### src/rtl/mem_arb2.sv
// mem_arb2: two-requester round-robin arbiter in front of a single memory port.
//
// A grant latches the winner's address, write data and write enable into the
// memory-side registers and holds them for the whole BUSY phase. The transaction
// ends on mem_ack (read data captured) or on timeout (err raised, rdata zeroed),
// followed by a single RESP cycle that pulses the winner's ack.
//
// Ports:
//   clk, rst_n            clock (rising edge), asynchronous active-low reset
//   req0/1                transaction requests
//   addr0/1, wdata0/1     request address and write data
//   we0/1                 write enable (0 = read)
//   mem_en                high while a transaction is on the memory port
//   mem_sel               index of the granted requester
//   mem_addr/wdata/we     registered operands of the granted requester
//   mem_ack, mem_rdata    memory completion strobe and read data
//   ack0/1                one-cycle completion pulse per requester
//   rdata                 read data, valid while ackN is high
//   err                   timeout flag, valid while ackN is high
module mem_arb2 #(
    parameter int unsigned TMO_MAX = 15
) (
    input  logic        clk,
    input  logic        rst_n,
    input  logic        req0,
    input  logic        req1,
    input  logic [31:0] addr0,
    input  logic [31:0] addr1,
    input  logic [31:0] wdata0,
    input  logic [31:0] wdata1,
    input  logic        we0,
    input  logic        we1,
    output logic        mem_en,
    output logic        mem_sel,
    output logic [31:0] mem_addr,
    output logic [31:0] mem_wdata,
    output logic        mem_we,
    input  logic        mem_ack,
    input  logic [31:0] mem_rdata,
    output logic        ack0,
    output logic        ack1,
    output logic [31:0] rdata,
    output logic        err
);

    typedef enum logic [1:0] {
        ST_IDLE,
        ST_BUSY,
        ST_RESP
    } state_t;

    localparam logic [3:0] TMO_LAST = 4'(TMO_MAX - 1);

    state_t      r_state;
    logic        r_last;
    logic [3:0]  r_cnt;
    logic        r_mem_en;
    logic        r_mem_sel;
    logic [31:0] r_mem_addr;
    logic [31:0] r_mem_wdata;
    logic        r_mem_we;
    logic        r_ack0;
    logic        r_ack1;
    logic [31:0] r_rdata;
    logic        r_err;

    logic        w_any;
    logic        w_win;
    logic [31:0] w_addr;
    logic [31:0] w_wdata;
    logic        w_we;

    // Under contention the requester that did not win last time is served.
    always_comb begin
        w_any   = req0 | req1;
        w_win   = (req0 & req1) ? ~r_last : req1;
        w_addr  = w_win ? addr1  : addr0;
        w_wdata = w_win ? wdata1 : wdata0;
        w_we    = w_win ? we1    : we0;
    end

    always_ff @(posedge clk or negedge rst_n) begin
        if (!rst_n) begin
            r_state     <= ST_IDLE;
            r_last      <= 1'b1;
            r_cnt       <= '0;
            r_mem_en    <= 1'b0;
            r_mem_sel   <= 1'b0;
            r_mem_addr  <= '0;
            r_mem_wdata <= '0;
            r_mem_we    <= 1'b0;
            r_ack0      <= 1'b0;
            r_ack1      <= 1'b0;
            r_rdata     <= '0;
            r_err       <= 1'b0;
        end else begin
            case (r_state)
                ST_IDLE: begin
                    r_ack0 <= 1'b0;
                    r_ack1 <= 1'b0;
                    r_err  <= 1'b0;
                    if (w_any) begin
                        r_state     <= ST_BUSY;
                        r_mem_en    <= 1'b1;
                        r_mem_sel   <= w_win;
                        r_mem_addr  <= w_addr;
                        r_mem_wdata <= w_wdata;
                        r_mem_we    <= w_we;
                        r_last      <= w_win;
                        r_cnt       <= '0;
                    end
                end
                ST_BUSY: begin
                    // mem_ack is tested first so it wins over a coinciding timeout.
                    if (mem_ack) begin
                        r_state  <= ST_RESP;
                        r_mem_en <= 1'b0;
                        r_rdata  <= mem_rdata;
                        r_err    <= 1'b0;
                        r_ack0   <= ~r_mem_sel;
                        r_ack1   <= r_mem_sel;
                    end else if (r_cnt == TMO_LAST) begin
                        r_state  <= ST_RESP;
                        r_mem_en <= 1'b0;
                        r_rdata  <= '0;
                        r_err    <= 1'b1;
                        r_ack0   <= ~r_mem_sel;
                        r_ack1   <= r_mem_sel;
                    end else begin
                        r_cnt <= r_cnt + 4'd1;
                    end
                end
                ST_RESP: begin
                    r_state <= ST_IDLE;
                    r_ack0  <= 1'b0;
                    r_ack1  <= 1'b0;
                    r_err   <= 1'b0;
                end
                default: begin
                    r_state  <= ST_IDLE;
                    r_mem_en <= 1'b0;
                    r_ack0   <= 1'b0;
                    r_ack1   <= 1'b0;
                    r_err    <= 1'b0;
                end
            endcase
        end
    end

    assign mem_en    = r_mem_en;
    assign mem_sel   = r_mem_sel;
    assign mem_addr  = r_mem_addr;
    assign mem_wdata = r_mem_wdata;
    assign mem_we    = r_mem_we;
    assign ack0      = r_ack0;
    assign ack1      = r_ack1;
    assign rdata     = r_rdata;
    assign err       = r_err;

endmodule
### config.mk
export PLATFORM = sky130hd
export DESIGN_NAME = mem_arb2
export DESIGN_NICKNAME = d
export VERILOG_FILES = /design/src/rtl/mem_arb2.sv
export SDC_FILE = /design/constraint.sdc
export NUM_CORES = 1
export LEC_CHECK = 0
export ABC_CLOCK_PERIOD_IN_PS = 2710
export CAP_MARGIN = 15
export CORE_ASPECT_RATIO = 1.75
export CORE_UTILIZATION = 47
export CTS_CLUSTER_SIZE = 40
export DETAILED_ROUTE_END_ITERATION = 10
export DONT_BUFFER_PORTS = 1
export PLACE_DENSITY_LB_ADDON = 0.2
export SLEW_MARGIN = 10
export SYNTH_ARGS = -nofsm -noshare
export SYNTH_HDL_FRONTEND = slang
export SYNTH_SLANG_ARGS = --single-unit
### constraint.sdc
create_clock -name clk -period 2.71 [get_ports clk]
set_input_delay 0.4065 -clock clk [delete_from_list [all_inputs] [get_ports clk]]
set_output_delay 0.4065 -clock clk [all_outputs]
set_load 0.01 [all_outputs]
==> impl_metrics.json <==
{
  "status": "finished with violations",
  "violations": "hold timing",
  "criticalPathCategory": "flop to flop",
  "holdWs_ns": -0.245,
  "fill_cells": 884,
  "r2r-start": "r_cnt[0]",
  "layout-drive-gt1-share": 0.470,
  "synth_top_area_cell": "dfrtp_1",
  "die_h_um": 140,
  "avgRoutedWirePerCell_um": 21.6,
  "setup-violations-final": 0,
  "ys_seq_elements": 109,
  "layout.nets": 494,
  "critPathBufInv": 1,
  "antenna_found_initial": 0,
  "drv_cap": 0,
  "ys.flop_type": "dfrtp_1",
  "total_power_mw": 6.67,
  "required_ns": 2.94,
  "rsz0062_at_grt": "false",
  "arrival_ns": 2.00,
  "max_freq_mhz": 564,
  "finalSetupTns_ns": 0,
  "synth_top_cell_area_share": 0.526,
  "setup_ws_ns": 0.937,
  "grt_util_all_layers": 0.171,
  "drc": 0,
  "critPathMaxFanout": 5,
  "period_minus_slack_ns": 1.77,
  "netlist_area_um2": 5140,
  "grt_overflow_total": 0,
  "die_w_um": 81.0,
  "reg2reg_to": "r_cnt[1]",
  "cts_buffers": 9,
  "vias": 2739,
  "finalWirelength_um": 9940,
  "synth_area_leaders": "dfrtp_1 (53%), mux2_4 (20%), mux2_2 (14%)",
  "ios": 269,
  "cp-end-kind": "flop",
  "syn_to_final_growth_pct": 7.26,
  "diodes": 0,
  "crit_path_cell_trace": "inv_1 > ha_1 > a31o_2 > o22ai_1 > mux2_2",
  "ctsLongestPathBuffers": 2,
  "dp_hpwl_um": 7080,
  "hold_path_class": "input port to asynchronous set/reset pin",
  "row_count": 50,
  "path_clk_slew_ns": 0.08,
  "r2r_cells": 5,
  "place_ws_ns": 0.943,
  "max_slew_margin": 0.702,
  "gp_congestion": 0.799,
  "h-tree-depth": 3,
  "cts_tree": "done",
  "final_core_util": 0.515,
  "synth.top_cells.by_count": "dfrtp_1 (108), mux2_4 (69), mux2_2 (62)",
  "yosysMostFrequentCell": "dfrtp_1",
  "synth_cell_type_count": 30,
  "path_delay_family": "compound AO/OA/AOI/OAI gates",
  "cellLeakagePower_nw": 2.50,
  "core-area_um2": 10700,
  "cp_slowest_stage_delay_ns": 0.38,
  "post-route-period-util": 0.654,
  "start_util": 0.480,
  "root_buffer": "clkbuf_16",
  "first_global_vias": 2711,
  "finClkSkew_ns": 0.0105,
  "synth_area_per_cell_um2": 15.5,
  "viasPerCell": 5.95,
  "clkLatencyLatePin_ns": 0.34,
  "synthArstFlopShare": 1.00,
  "peakVddDrop_mv": 0.600,
  "power_density_nw_per_um2": 1210,
  "drv_slew": 0,
  "tightest_slew_ns": 0.447,
  "grt_pass1_wl_um": 14500,
  "port_buffers": 0,
  "synth-edff-count": 0,
  "synth_seq_area_share": 0.531,
  "first_iter_violations": 112,
  "crit_path_top_delay_cell": "dfrtp_1",
  "final_hold_viol_count": 109,
  "first_pass_iters": 4,
  "rrSetupSlack_ns": 0.94,
  "ys.warnings.count": 0,
  "clock_sinks": 109,
  "ant_nets": 0,
  "path_depth": 5,
  "synth_nets": 500,
  "synth_cells": 331,
  "die_area_um2": 11400,
  "grt_max_degree": 110,
  "worstSetupStartpointType": "flop"
}
[how the worst max path moves through the flow]
stage | startpoint | endpoint | slack (ns)
final | r_cnt[0] | r_cnt[1] | 0.94
after global routing | r_cnt[0] | r_cnt[1] | 0.81
after CTS | r_cnt[0] | r_cnt[1] | 0.93
after detailed placement | req1 | mem_addr[0] | 0.94
after global placement | req1 | mem_addr[1] | 0.98
after floorplan | r_cnt[0] | r_cnt[1] | 1.10
[what timing repair did]
action | 4_1_cts | 5_1_grt
endpoints found under the hold margin | 109 | 109
resized for setup | 0 | 0
buffers inserted | 0 | 0
[cell type report]
class / count / area (um2) / share of cell area
Clock buffer: 9 / 225 / 0.0409
Clock inverter: 7 / 77.6 / 0.0141
Inverter: 2 / 7.51 / 0.00136
Timing Repair Buffer: 4 / 55.1 / 0.00999
Sequential cell: 109 / 2730 / 0.495
Tap cell: 130 / 163 / 0.0295
Multi-Input combinational cell: 199 / 2250 / 0.409
[placed cells by master, fill, tap and decap left out]
cell	netlist	final
and2_1	1	1
a21boi_4	0	1
o2bb2ai_1	1	1
mux2_2	62	62
a2bb2oi_1	1	1
or2_1	1	1
nand2_1	3	3
inv_8	0	1
inv_1	2	2
nand2b_1	1	1
o21ai_0	3	3
nor2_4	0	1
a21boi_0	1	1
a31o_2	1	1
buf_4	1	2
buf_12	0	2
a21oi_1	2	2
clkbuf_16	0	9
mux2_4	69	69
o21a_1	2	2
dfstp_2	1	1
nand3_1	2	2
nor2_1	4	4
nor3_1	2	2
dfrtp_1	108	108
nor2b_1	1	1
ha_1	2	2
clkinv_8	0	2
clkinvlp_4	0	1
a22o_1	33	33
o22ai_1	1	1
inv_6	0	2
clkinv_4	0	1
a31oi_1	4	4
[cells by family (layout without fill, tap and decap cells)]
logic type | count (synthesis) | in the layout | synth area share
and+or+nand+nor | 16 | 16 | 0.0151
AOI/OAI and AO/OA | 50 | 50 | 0.0789
muxes | 131 | 131 | 0.337
DFF | 109 | 109 | 0.531
adders and majority gates | 2 | 2 | 0.00487
buffers and inverters | 23 | 22 | 0.0326
[flip-flops by register name (all words and copies together) (netlist names)]
| register | cells |
|---|---|
| mem_wdata | 32 |
| rdata | 32 |
| err | 1 |
| r_state | 2 |
| mem_en | 1 |
| mem_addr | 32 |
| r_cnt | 4 |
| ack0 | 1 |
| mem_we | 1 |
| mem_sel | 1 |
| ack1 | 1 |
| r_last | 1 |
[power by group]
group | total [mW] | switching [mW] | internal, mW
clock | 1.29 | 0.633 | 0.654
sequential | 3.45 | 1.01 | 2.44
combinational | 1.93 | 0.699 | 1.24
[through the flow]
stage                     hold slack (ns)  cell area, um2  instances
final                              -0.245            5510        460
after global routing               -0.272            5510        460
after CTS                          -0.263            5510        460
after detailed placement            0.113            5210        444
after global placement              0.113            5210        444
after floorplan                     0.111            5140        331
[metal layers]
layer  wire (um)  GRT usage
met5           0          0
met4         217     0.0705
met3         722     0.0482
met2        5520      0.301
met1        3480      0.186
Power figures use the tool's default switching activity.
